`config.mk`:
```
export PLATFORM = sky130hd
export DESIGN_NAME = adc_frame_tx
export DESIGN_NICKNAME = d
export VERILOG_FILES = /design/src/rtl/adc_frame_tx.sv
export SDC_FILE = /design/constraint.sdc
export NUM_CORES = 1
export LEC_CHECK = 0
export CAP_MARGIN = 20
export CORE_ASPECT_RATIO = 0.6
export CORE_MARGIN = 8
export CORE_UTILIZATION = 40
export DETAILED_ROUTE_END_ITERATION = 8
export GPL_ROUTABILITY_DRIVEN = 0
export GPL_TIMING_DRIVEN = 0
export PLACE_DENSITY_LB_ADDON = 0.05
export SETUP_SLACK_MARGIN = 0.2
export SYNTH_ARGS = -nofsm -noshare
export SYNTH_HDL_FRONTEND = slang
export SYNTH_SLANG_ARGS = --single-unit
```
`constraint.sdc`:
```
create_clock -name clk -period 3.93 [get_ports clk]
set_input_delay 0.5895 -clock clk [delete_from_list [all_inputs] [get_ports clk]]
set_output_delay 0.5895 -clock clk [all_outputs]
set_load 0.1 [all_outputs]
```
`src/rtl/adc_frame_tx.sv`:
```
// adc_frame_tx
// Turns a 4-digit BCD ADC reading into a 9-byte ASCII frame such as
// "1.234 V\r\n" and writes it one byte at a time into the UART TX FIFO.
// A new frame is produced every FRAME_PERIOD idle cycles.
// All outputs come straight from flops, so there is no input-to-output
// combinational path.

module adc_frame_tx #(
  parameter int          FRAME_PERIOD = 10_000_000,
  parameter logic [7:0]  UNIT_CHAR    = 8'h56
) (
  input  logic        clk,
  input  logic        rst,
  input  logic [15:0] in,
  input  logic        tx_full,
  output logic [7:0]  w_data,
  output logic        wr_uart,
  output logic        busy
);

  // Counter is just wide enough to hold FRAME_PERIOD-1.
  localparam int         CNT_W    = (FRAME_PERIOD > 2) ? $clog2(FRAME_PERIOD) : 1;
  localparam logic [CNT_W-1:0] CNT_LAST = CNT_W'(FRAME_PERIOD - 1);
  localparam logic [3:0] LAST_IDX = 4'd8;

  // Fixed frame characters.
  localparam logic [7:0] CH_DOT   = 8'h2E;
  localparam logic [7:0] CH_SPACE = 8'h20;
  localparam logic [7:0] CH_CR    = 8'h0D;
  localparam logic [7:0] CH_LF    = 8'h0A;
  localparam logic [7:0] CH_ZERO  = 8'h30;
  localparam logic [7:0] CH_QMARK = 8'h3F;

  typedef enum logic [1:0] {
    IDLE = 2'd0,
    LOAD = 2'd1,
    SEND = 2'd2,
    GAP  = 2'd3
  } state_t;

  state_t           state_q;
  logic [CNT_W-1:0] periodCnt_q;
  logic [3:0]       byteIdx_q;
  logic [15:0]      snapshot_q;
  logic             wrUart_q;
  logic [7:0]       wData_q;
  logic             busy_q;
  logic [7:0]       frameByte_d;

  // A BCD digit becomes its ASCII character; anything that is not a
  // valid decimal digit is shown as '?' so a broken reading is visible
  // on the terminal instead of printing garbage.
  function automatic logic [7:0] bcdToAscii(input logic [3:0] nibble);
    if (nibble <= 4'd9) begin
      return CH_ZERO + {4'h0, nibble};
    end
    return CH_QMARK;
  endfunction

  // Selects the frame byte for the current index from the frozen snapshot.
  always_comb begin
    frameByte_d = 8'h00;
    case (byteIdx_q)
      4'd0:    frameByte_d = bcdToAscii(snapshot_q[15:12]);
      4'd1:    frameByte_d = CH_DOT;
      4'd2:    frameByte_d = bcdToAscii(snapshot_q[11:8]);
      4'd3:    frameByte_d = bcdToAscii(snapshot_q[7:4]);
      4'd4:    frameByte_d = bcdToAscii(snapshot_q[3:0]);
      4'd5:    frameByte_d = CH_SPACE;
      4'd6:    frameByte_d = UNIT_CHAR;
      4'd7:    frameByte_d = CH_CR;
      4'd8:    frameByte_d = CH_LF;
      default: frameByte_d = 8'h00;
    endcase
  end

  // Frame sequencer: waits out the idle period, freezes the reading, then
  // alternates SEND/GAP so the FIFO full flag has a cycle to catch up with
  // each write before the next byte is considered.
  always_ff @(posedge clk or negedge rst) begin
    if (!rst) begin
      state_q     <= IDLE;
      periodCnt_q <= '0;
      byteIdx_q   <= 4'd0;
      snapshot_q  <= 16'h0000;
      wrUart_q    <= 1'b0;
      wData_q     <= 8'h00;
      busy_q      <= 1'b0;
    end else begin
      wrUart_q <= 1'b0;
      case (state_q)
        IDLE: begin
          if (periodCnt_q == CNT_LAST) begin
            periodCnt_q <= '0;
            busy_q      <= 1'b1;
            state_q     <= LOAD;
          end else begin
            periodCnt_q <= periodCnt_q + 1'b1;
          end
        end

        LOAD: begin
          snapshot_q <= in;
          byteIdx_q  <= 4'd0;
          state_q    <= SEND;
        end

        SEND: begin
          if (byteIdx_q > LAST_IDX) begin
            byteIdx_q   <= 4'd0;
            periodCnt_q <= '0;
            busy_q      <= 1'b0;
            state_q     <= IDLE;
          end else if (!tx_full) begin
            wrUart_q <= 1'b1;
            wData_q  <= frameByte_d;
            state_q  <= GAP;
          end
        end

        GAP: begin
          if (byteIdx_q >= LAST_IDX) begin
            byteIdx_q   <= 4'd0;
            periodCnt_q <= '0;
            busy_q      <= 1'b0;
            state_q     <= IDLE;
          end else begin
            byteIdx_q <= byteIdx_q + 4'd1;
            state_q   <= SEND;
          end
        end

        default: begin
          byteIdx_q   <= 4'd0;
          periodCnt_q <= '0;
          busy_q      <= 1'b0;
          state_q     <= IDLE;
        end
      endcase
    end
  end

  assign wr_uart = wrUart_q;
  assign w_data  = wData_q;
  assign busy    = busy_q;

endmodule

```
; ---- After elaboration in Yosys (flattened, before gate mapping)
; Cells that the tools add are included.
[op_classes]
n_addsub = 6
magnitude_cmp = 6
eq_ne = 16
mux = 36
bitwise_logic = 2
n_reduce_logical = 9
[ops]
columns = op, n
row1 = 24-bit two-way mux, 3
row2 = 24-bit case mux with 3 select lines, 1
row3 = 8-bit case mux with 9 select lines, 1
row4 = 8-bit two-way mux, 8
row5 = 6-bit by 4-bit adder with 7-bit output (first input constant), 4
row6 = 24-bit by 1-bit adder with 24-bit output (second input constant), 1
row7 = 24-bit == test (second input constant), 1
row8 = 4-bit by 3-bit == test with 1-bit output (second input constant), 4
row9 = 4-bit less-or-equal comparator (second input constant), 4
row10 = 1-bit two-way mux, 14
row11 = 4-bit case mux with 3 select lines, 1
row12 = 4-bit by 2-bit == test with 1-bit output (second input constant), 2
row13 = 2-bit two-way mux, 4
row14 = 4-bit two-way mux, 2
row15 = 2-bit case mux with 4 select lines, 1
row16 = 2-bit inequality test (second input constant), 3
row17 = 3-bit AND reduction, 2
row18 = 3-bit nonzero test, 2
row19 = 4-bit by 1-bit adder with 4-bit output (second input constant), 1
row20 = 2-bit == test (second input constant), 2
row21 = 4-bit by 1-bit == test with 1-bit output (second input constant), 1
row22 = 4-bit == test (second input constant), 1
row23 = 4-bit greater-or-equal comparator (second input constant), 1
row24 = 4-bit > comparator (second input constant), 1
row25 = 8 further kinds, 10
[totals]
regBits = 56
inputBits = 19
output_inout_bits = 10
elab_cells = 82

; ---- Longest topological paths before layout
; Gate-level depths: netlist of the first run.
[depth]
ltp_word = 5
mapped_depth = 9

; ---- Worst setup path after synthesis of the first run
; OpenSTA, ideal clock, no wires.
[synth_path]
path_kind = reg2reg
from = register byteIdx_q[0]
to = register periodCnt_q[21]
setup_time_ps = 118
t_arrival_ps = 1793
t_required_ps = 3812
slack_ps = 2019
path_stages_with_launch = 10
period_less_slack_ps = 1911
path_cell_list = dfrtp_1 inv_1 ha_1 nand2b_1 o21ai_0 a21oi_2 inv_1 clkbuf_1 a21o_1 a21o_1
[synth_via]
elab_chain_len = 3
word_cells_on_any_way = 5
classes_between = order compare (2) / eq/ne (2) / reduce/logical (1)
[synth_lines]
columns = element, line
row1 = "start, declared", 43  ; logic [3:0] byteIdx_q;
row2 = "start signal, assigned", 128  ; byteIdx_q <= byteIdx_q + 4'd1;
row3 = 4-bit greater-or-equal comparator or 4-bit > comparator (tied branches), "122, 109"
row4 = 2-bit inequality test (no line), n/a
row5 = 3-bit AND reduction (no line) (*), n/a
row6 = "end signal, assigned", 98  ; periodCnt_q <= periodCnt_q + 1'b1;
row7 = "end, declared", 42  ; logic [CNT_W-1:0] periodCnt_q;
; Mark *: on every way between the ends. The rest lies on a longest branch, timed or not.
; A chain may end at the register's enable or synchronous reset.

; ---- Worst setup path after layout of the first run
; Same ends and word-level chain as after synthesis.

==> results.tsv, run 1 <==
metric	value	unit
cts_tree	yes	
max_freq	405.0	MHz
seq_area_frac_synth	46.20	%
finalHoldViolCount	0	
ioPinCount	29	
synth.top_cell.area_share	46.20	%
synth_fa_ha_area_share	2.100	%
dp.cells	443	
core_area	7237	µm²
hold_buffers	0	
path_max_fanout	10	
viasPerCell	5.627	
area_growth	19.03	%
grt_max_degree	31	
syn_area	2979	µm²
ys_types	49	
worst-path-buf-inv	3	
path_clk_slew	70	ps
rsz0062_at_grt	false	
die_x	127.4	µm
hold_path.class	in -> async	
max_stage_delay	430	ps
synth_edf_count	0	
drc	0	
die_area	10560	µm²
leakage	1.425	nW
drive_above_1_share	10.66	%
final_nets	370	
drt_iter0_markers	205	
fill_cells	681	
p_switching	1.160	mW
fin_tns_setup	0	ps
max_slew_margin	34.05	%
synthMuxAreaShare	8.736	%
diodes	0	
status	finished clean	
cp_cell_sequence	inv_1 > ha_1 > nand2b_1 > o21ai_0 > a21oi_2 > inv_1 > clkbuf_1 > a21o_1 > a21o_1	
ys_warn_count	0	
cp.arrival	2650	ps
irDropWorstVdd	0.2492	mV
grt_usage	14.82	%
clk_path_buf_depth	2	
antenna_found_initial	0	
grt_pass1_vias	2305	
final_cell_mix	dfrtp_1, clkdlybuf4s50_1, nand2_1	
clock_skew	8.772	ps
final_cells	451	
async_flop_share	100.0	%
portBuffers	27	
finalCriticalPeriod	2469	ps
htree_levels	2	
syn_nets	335	
switching_share	45.37	%
drt-total-wl	7.717	mm
worstSetupEndpointType	flip-flop	
seqCellArea	1376	µm²
cp_data_required_time	4110	ps
vias	2538	
synth-compound-area-share	18.48	%
critical_path_class	reg -> reg	
syn_area_per_cell	9.579	µm²
power_frac_clock	18.2	%
synth.area.top_cells	dfrtp_1, mux2_2, a21oi_1	
slowest_stage	dfrtp_1	
synth_top_family_by_area	simple AND/OR/NAND/NOR gates	
root_buffer	clkbuf_16	
synth.largest_area_cell	dfrtp_1	
cts_inserted_buffers	5	
synth_cells	311	
ys.flop_type	dfrtp_1	
worst_pin_slew	986.1	ps
die_h	82.85	µm
pwr-share-comb	46.9	%
finalSetupViolations	0	
synth_simple_gate_area_share	20.33	%
overflow	0	
ant_nets	0	
setup.worst_path.start_class	flip-flop	
grt_pass1_wl	12.56	mm
synthXorXnorAreaFrac	0	%
hpwl	5.734	mm
maxSlewViolCount	0	
power.internal	1.396	mW
post_cts_resized	0	
clock_latency	300	ps
seq_power_share	35.0	%
drt-pass1-iter-count	4	
multi_input_area	1483	µm²
fin_crit_sh	62.83	%
crit_family	compound AO/OA/AOI/OAI gates	
pwr_density_cell	720.9	nW/µm²
layout_commonest_cell	dfrtp_1	
yosys_register_bits	55	
postCtsSetupRepairBufs	0	
maxCapViolations	0	
start_util	41.17	%
rows	24	
cts_sinks	55	
wire_per_inst	17.11	µm
==> power groups by stage <==
stage | combinational [mW] | clock, mW | sequential [mW]
floorplan | 0.628 | 0 | 1.12
global placement | 1.18 | 0 | 0.898
detailed placement | 1.18 | 0 | 0.900
CTS | 1.19 | 0.478 | 0.892
global route | 1.30 | 0.499 | 0.924
finish | 1.20 | 0.465 | 0.894
==> state kept, by name (all words and copies together), names as in the netlist <==
register	flops
byteIdx_q	4
busy	1
wr_uart	1
state_q	2
w_data	7
snapshot_q	16
periodCnt_q	24
==> final cells by class <==
class	instances	share of cell area (%)
Buffer	13	1.800
Clock buffer	7	4.023
Clock inverter	1	0.2470
Inverter	15	1.588
Multi-Input combinational cell	228	41.81
Sequential cell	55	38.81
Tap cell	104	3.670
Timing Repair Buffer	28	8.045
==> Yosys cell counts, drive strengths merged (5+ instances only) <==
library cell  instances
dfrtp                55
a21oi                26
nand2                25
nand3                23
o21ai                20
nor2                 17
mux2                 16
inv                  15
nor3                 12
clkbuf                9
a22o                  8
mux2i                 8
o31ai                 7
nand4                 6
nor4                  6
ha                    5
==> final timing paths <==
kind	slack, ps	from	cells past startpoint	endpoint
max in group asynchronous	3040	rst	2	snapshot_q[2]
max reg2reg	1460	byteIdx_q[0]	9	periodCnt_q[21]
min reg2reg	490	w_data[6]	2	w_data[6]
min	310	rst	1	periodCnt_q[18]
min in group clk	490	w_data[6]	2	w_data[6]
max	1460	byteIdx_q[0]	9	periodCnt_q[21]
==> logic make-up (layout without fill, tap and decap cells) <==
group                    count (synthesis)  after routing
AND/OR/NAND/NOR                        113            113
AO/OA/AOI/OAI                           85             85
flip-flops                              55             55
buffers and inverters                   28             64
multiplexers                            24             24
adder cells (fa/ha/maj)                  5              5
other                                    1              1
==> per-stage QoR <==
step / instance area, µm² / setup slack [ps] / utilization (%) / hold slack [ps] / total power [mW]
detailed placement: 3395 / 1556 / 46.91 / 478.0 / 2.083
global placement: 3379 / 453.8 / 46.70 / 471.0 / 2.076
global route: 3546 / 1297 / 49.00 / 355.6 / 2.721
floorplan: 2979 / 2019 / - / 293.9 / 1.744
CTS: 3546 / 1519 / 49.00 / 325.7 / 2.557
finish: 3546 / 1461 / 49.00 / 305.3 / 2.556
==> per-layer routing <==
layer	vias to the layer above	part of all wire (%)	track usage (%)
met2	96	35	16.96
met5	-	0	0
met3	8	8.2	4.719
li1	1222	-	-
met1	1212	56	24.20
met4	0	1.0	4.189
(Power assumes the default switching activity.)
==> run 2, diff against run 1 <==
- clock period: 3.93 -> 2.4 ns (I/O delays scaled with it)
==> run 2 against run 1 <==
Compared with the run above:
- power increased by 66%
- design area increased by 1.9%
- largest cell class unchanged
- routed wire length up 1.0%
- count of clock-buffer cells in the layout stayed put
- register-to-register slack worse by 1200 ps
- clock skew fell by 0.90 ps
- highest routed layer unchanged
- non-clock buffer count grew 2
- combinational power increased by 68%
- global-route usage up 0.11 points
==> results.tsv, run 2 (synthesis results as in run 1) <==
metric	value	unit	change
status	finished clean		
leakage	1.520	nW	+6.6%
pwr_density_cell	1175	nW/µm²	+63%
antenna_found_initial	0		unchanged
maxSlewViolCount	0		unchanged
die_x	127.4	µm	unchanged
hold_path.class	in -> async		
setup_ws	236.5	ps	-1224 ps
clk_path_buf_depth	2		unchanged
drt-total-wl	7.797	mm	+1.0%
fin_crit_sh	90.15	%	
drt_iter0_markers	237		+16%
cp_data_required_time	2040	ps	-2070 ps
rows	24		unchanged
wire_per_inst	17.21	µm	+0.59%
irDropWorstVdd	0.4016	mV	+61%
grt_max_degree	31		unchanged
finalCriticalPeriod	2164	ps	
core_area	7237	µm²	unchanged
seq_power_share	34.5	%	-0.5 points
worst_pin_slew	974.8	ps	-11.33 ps
path_clk_slew	70	ps	about the same
whs	74.39	ps	-231.0 ps
power_frac_clock	17.9	%	-0.3 points
power.internal	2.322	mW	+66%
ioPinCount	29		unchanged
final_cell_mix	dfrtp_1, nand2_1, a21oi_1		
setup.worst_path.start_class	flip-flop		
max_stage_delay	1140	ps	+710 ps
cts_sinks	55		unchanged
rsz0062_at_grt	true		
final_cells	453		+0.44%
area_growth	21.25	%	
layout_commonest_cell	dfrtp_1		
portBuffers	27		unchanged
path_max_fanout	2		-8
die_h	82.85	µm	unchanged
fill_cells	677		-0.59%
ant_nets	0		unchanged
start_util	41.17	%	unchanged
crit_family	buffers and inverters		
critical_path_class	reg -> out		
cts_inserted_buffers	5		unchanged
clock_skew	7.870	ps	-0.9027 ps
cp_cell_sequence	clkdlybuf4s50_1		
hpwl	5.734	mm	unchanged
max_freq	462.2	MHz	
viasPerCell	5.605		-0.40%
cts_tree	yes		
grt_pass1_wl	12.66	mm	+0.82%
worstSetupEndpointType	primary output		
slowest_stage	clkdlybuf4s50_1		
diodes	0		unchanged
drive_above_1_share	13.47	%	+2.8 points
htree_levels	2		unchanged
root_buffer	clkbuf_16		
clock_latency	300	ps	about the same
finalHoldViolCount	0		unchanged
vias	2539		+0.039%
die_area	10560	µm²	unchanged
post-place-ws	25.53	ps	-1530 ps
largest_register	periodCnt_q		
maxCapViolations	0		unchanged
cp.arrival	1800	ps	-850 ps
worst-path-buf-inv	1		-2
largest_reg_flops	24		unchanged
finalSetupViolations	0		unchanged
drt-pass1-iter-count	5		+1
grt_pass1_vias	2323		+0.78%
grt_usage	14.93	%	+0.11 points
switching_share	45.29	%	-0.083 points
final_nets	372		+0.54%
dp.cells	443		unchanged
pwr-share-comb	47.5	%	+0.6 points
p_switching	1.922	mW	+66%
overflow	0		unchanged
max_slew_margin	34.81	%	+0.76 points
drc	0		unchanged
==> run 2: worst paths after layout <==
kind                            slack, ps         endpoint  cells past startpoint            from
worst max-delay path                  240        w_data[0]                      1       w_data[0]
worst min-delay path                   70  periodCnt_q[18]                      1             rst
worst max register to register        270  periodCnt_q[20]                      6  periodCnt_q[0]
worst min register to register        490        w_data[6]                      2       w_data[6]
max in group asynchronous            1750    snapshot_q[2]                      2             rst
min in group clk                      490        w_data[6]                      2       w_data[6]
==> run 2: per-layer routing <==
layer	vias up	share of wire, %	track usage (%)
li1	1227	-	-
met4	0	0.90	4.189
met3	7	7.9	4.719
met1	1205	56	24.29
met5	-	0	0
met2	100	35	17.25
==> run 2: power by group through the flow <==
stage	clock, mW	combinational, mW	sequential [mW]
2_1_floorplan	0	1.03	1.83
3_3_place_gp	0	1.93	1.47
3_5_place_dp	0	1.94	1.47
4_1_cts	0.782	1.97	1.46
5_1_grt	0.816	2.18	1.51
6_report	0.762	2.02	1.47
==> run 2: cell type report <==
class                           instances  area, µm²  share of cell area (%)
Buffer                                 13      67.56                   1.870
Tap cell                              104      130.1                   3.602
Timing Repair Buffer                   30      310.3                   8.590
Multi-Input combinational cell        228       1520                   42.09
Clock buffer                            7      142.6                   3.949
Clock inverter                          1      8.758                  0.2425
Inverter                               15      56.30                   1.559
Sequential cell                        55       1376                   38.10
==> run 2: metrics by stage <==
stage	util, %	TNS (ps)	total power [mW]	cell area (µm²)
global placement	46.70	-46410	3.400	3379
CTS	49.26	0	4.208	3565
finish	49.91	0	4.244	3612
detailed placement	46.91	0	3.411	3395
floorplan	-	0	2.855	2979
global route	49.91	0	4.512	3612
==> run 2: repair_timing <==
item / CTS / global route
buffers inserted: 1 / 1
gates cloned: 0 / 0
pin swaps: 1 / 2
gates resized for setup: 3 / 15
endpoints found under the setup margin: 21 / 33
hold endpoints to repair: 0 / 0
hold buffers: 0 / 0
==> run 3, diff against run 2 <==
- CTS_BUF_LIST: unset -> sky130_fd_sc_hd__clkbuf_16
- CTS_CLUSTER_DIAMETER: unset -> 30
==> run 3 against run 2 <==
Compared with the run above:
- non-clock buffer count stayed put
- core utilization is 0.14 points lower
- flip-flop and latch count stayed put
- power is 0.95% lower
- clock skew is 0.95 ps higher
- die area stayed put
- critical path depth stayed put
- largest power group unchanged
- register-to-register slack hardly changed
- via count is 0.39% higher
- sequential share of layout area is 0.11 points higher
==> results.tsv, run 3 (synthesis results as in run 1) <==
metric	value	unit	change
status	finished clean		
rows	24		unchanged
final_nets	372		unchanged
place_area	3395	µm²	unchanged
clock_latency	300	ps	about the same
maxSlewViolCount	0		unchanged
finalCriticalPeriod	2161	ps	-2.053 ps
diodes	0		unchanged
hpwl	5.734	mm	unchanged
vias	2549		+0.39%
ioPinCount	29		unchanged
rsz0062_at_grt	true		
drt-total-wl	7.750	mm	-0.60%
worst_setup_path_startpoint	w_data[0]		
drt-pass1-iter-count	5		unchanged
viasPerCell	5.627		+0.39%
cts_inserted_buffers	5		unchanged
die_x	127.4	µm	unchanged
htree_levels	2		unchanged
path_max_fanout	2		unchanged
max_stage_delay	1140	ps	about the same
maxCapViolations	0		unchanged
fin_crit_sh	90.06	%	about the same
drive_above_1_share	13.18	%	-0.29 points
wire_per_inst	17.11	µm	-0.60%
setup.worst_path.start_class	flip-flop		
regToRegSetupSlack	270	ps	about the same
reg2reg_from	periodCnt_q[0]		
area_growth	20.92	%	
ant_nets	0		unchanged
grt_max_degree	31		unchanged
cts_sinks	55		unchanged
overflow	0		unchanged
design_area	3602	µm²	-0.28%
finalHoldViolCount	0		unchanged
crit_cells	1		unchanged
utilization	49.78	%	-0.14 points
worst_pin_slew	974.8	ps	unchanged
clk_path_buf_depth	2		unchanged
pwr_density_cell	1167	nW/µm²	-0.68%
drt_iter0_markers	262		+11%
clock_skew	8.815	ps	+0.9453 ps
cts_tree	yes		
endpoint	w_data[0]		
hold_buffers	0		unchanged
layout_commonest_cell	dfrtp_1		
grt_usage	14.92	%	about the same
largest_reg_flops	24		unchanged
max_freq	462.6	MHz	about the same
largest_register	periodCnt_q		
crit_family	buffers and inverters		
slowest_stage	clkdlybuf4s50_1		
core_area	7237	µm²	unchanged
portBuffers	27		unchanged
finalSetupViolations	0		unchanged
die_h	82.85	µm	unchanged
cp.arrival	1800	ps	about the same
r2r-end	periodCnt_q[20]		
antenna_found_initial	0		unchanged
fill_cells	678		+0.15%
irDropWorstVdd	0.4016	mV	about the same
drc	0		unchanged
die_area	10560	µm²	unchanged
worst-path-buf-inv	1		unchanged
cp_data_required_time	2040	ps	about the same
critical_path_class	reg -> out		
grt_pass1_vias	2323		unchanged
cp_cell_sequence	clkdlybuf4s50_1		
start_util	41.17	%	unchanged
fin_tns_setup	0	ps	unchanged
grt_pass1_wl	12.65	mm	about the same
worstSetupEndpointType	primary output		
r2r_cells	6		unchanged
whs	74.75	ps	+0.3644 ps
final_cell_mix	dfrtp_1, nand2_1, a21oi_1		
root_buffer	clkbuf_16		
path_clk_slew	70	ps	about the same
leakage	1.518	nW	about the same
max_slew_margin	34.81	%	unchanged
hold_path.class	in -> async		
run 3: changes by cell type in the layout (fill, tap and decap cells not counted):
cell	previous run	this run
clkbuf_1	7	6
clkbuf_8	1	0
inv_1	14	15
clkinv_1	0	1
run 3: routing by layer:
layer | GRT usage [%] | wire [µm] | part of all wire [%]
met5 | 0 | 0 | 0
met4 | 4.189 | 70 | 0.90
met3 | 4.719 | 662 | 8.5
met2 | 17.25 | 2717 | 35
met1 | 24.25 | 4300 | 55
run 3: through the flow:
step / total power, mW / instances / worst slack (ps)
after CTS: 4.170 / 452 / 218.8
after global placement: 3.400 / 442 / -846.7
final: 4.203 / 453 / 238.5
after global routing: 4.474 / 453 / 128.7
after detailed placement: 3.411 / 443 / 25.53
after floorplan: 2.855 / 311 / 488.6
run 3: layout make-up:
class                      count  area, µm²  area share [%]
sequential                    55       1376           38.21
tap                          104      130.1           3.612
timing repair buffer          30      310.3           8.614
buffer                        13      67.56           1.876
multi-input combinational    228       1520           42.20
inverter                      15      56.30           1.563
clock inverter                 3      16.27          0.4515
clock buffer                   5      125.1           3.473
run 3: worst min-delay path by stage:
stage	from	end	slack, ps	cells after the start
2_1_floorplan	rst	busy	60	0
3_3_place_gp	w_data[6]	w_data[6]	470	2
3_5_place_dp	rst	periodCnt_q[10]	420	1
4_1_cts	rst	periodCnt_q[18]	100	1
5_1_grt	rst	periodCnt_q[18]	130	1
6_report	rst	periodCnt_q[18]	70	1
run 3: power by group:
| group | leakage, nW | internal [mW] | total, mW | switching (mW) |
|---|---|---|---|---|
| Combinational | 0.735 | 0.710 | 2.02 | 1.31 |
| Clock | 0.0726 | 0.383 | 0.724 | 0.341 |
| Sequential | 0.710 | 1.19 | 1.46 | 0.271 |
| Total | 1.52 | 2.29 | 4.20 | 1.92 |
run 3: timing repair:
action | 4_1_cts | 5_1_grt
buffers inserted | 1 | 1
pin swaps | 1 | 2
gates resized for setup | 3 | 15
setup endpoints to repair | 21 | 33
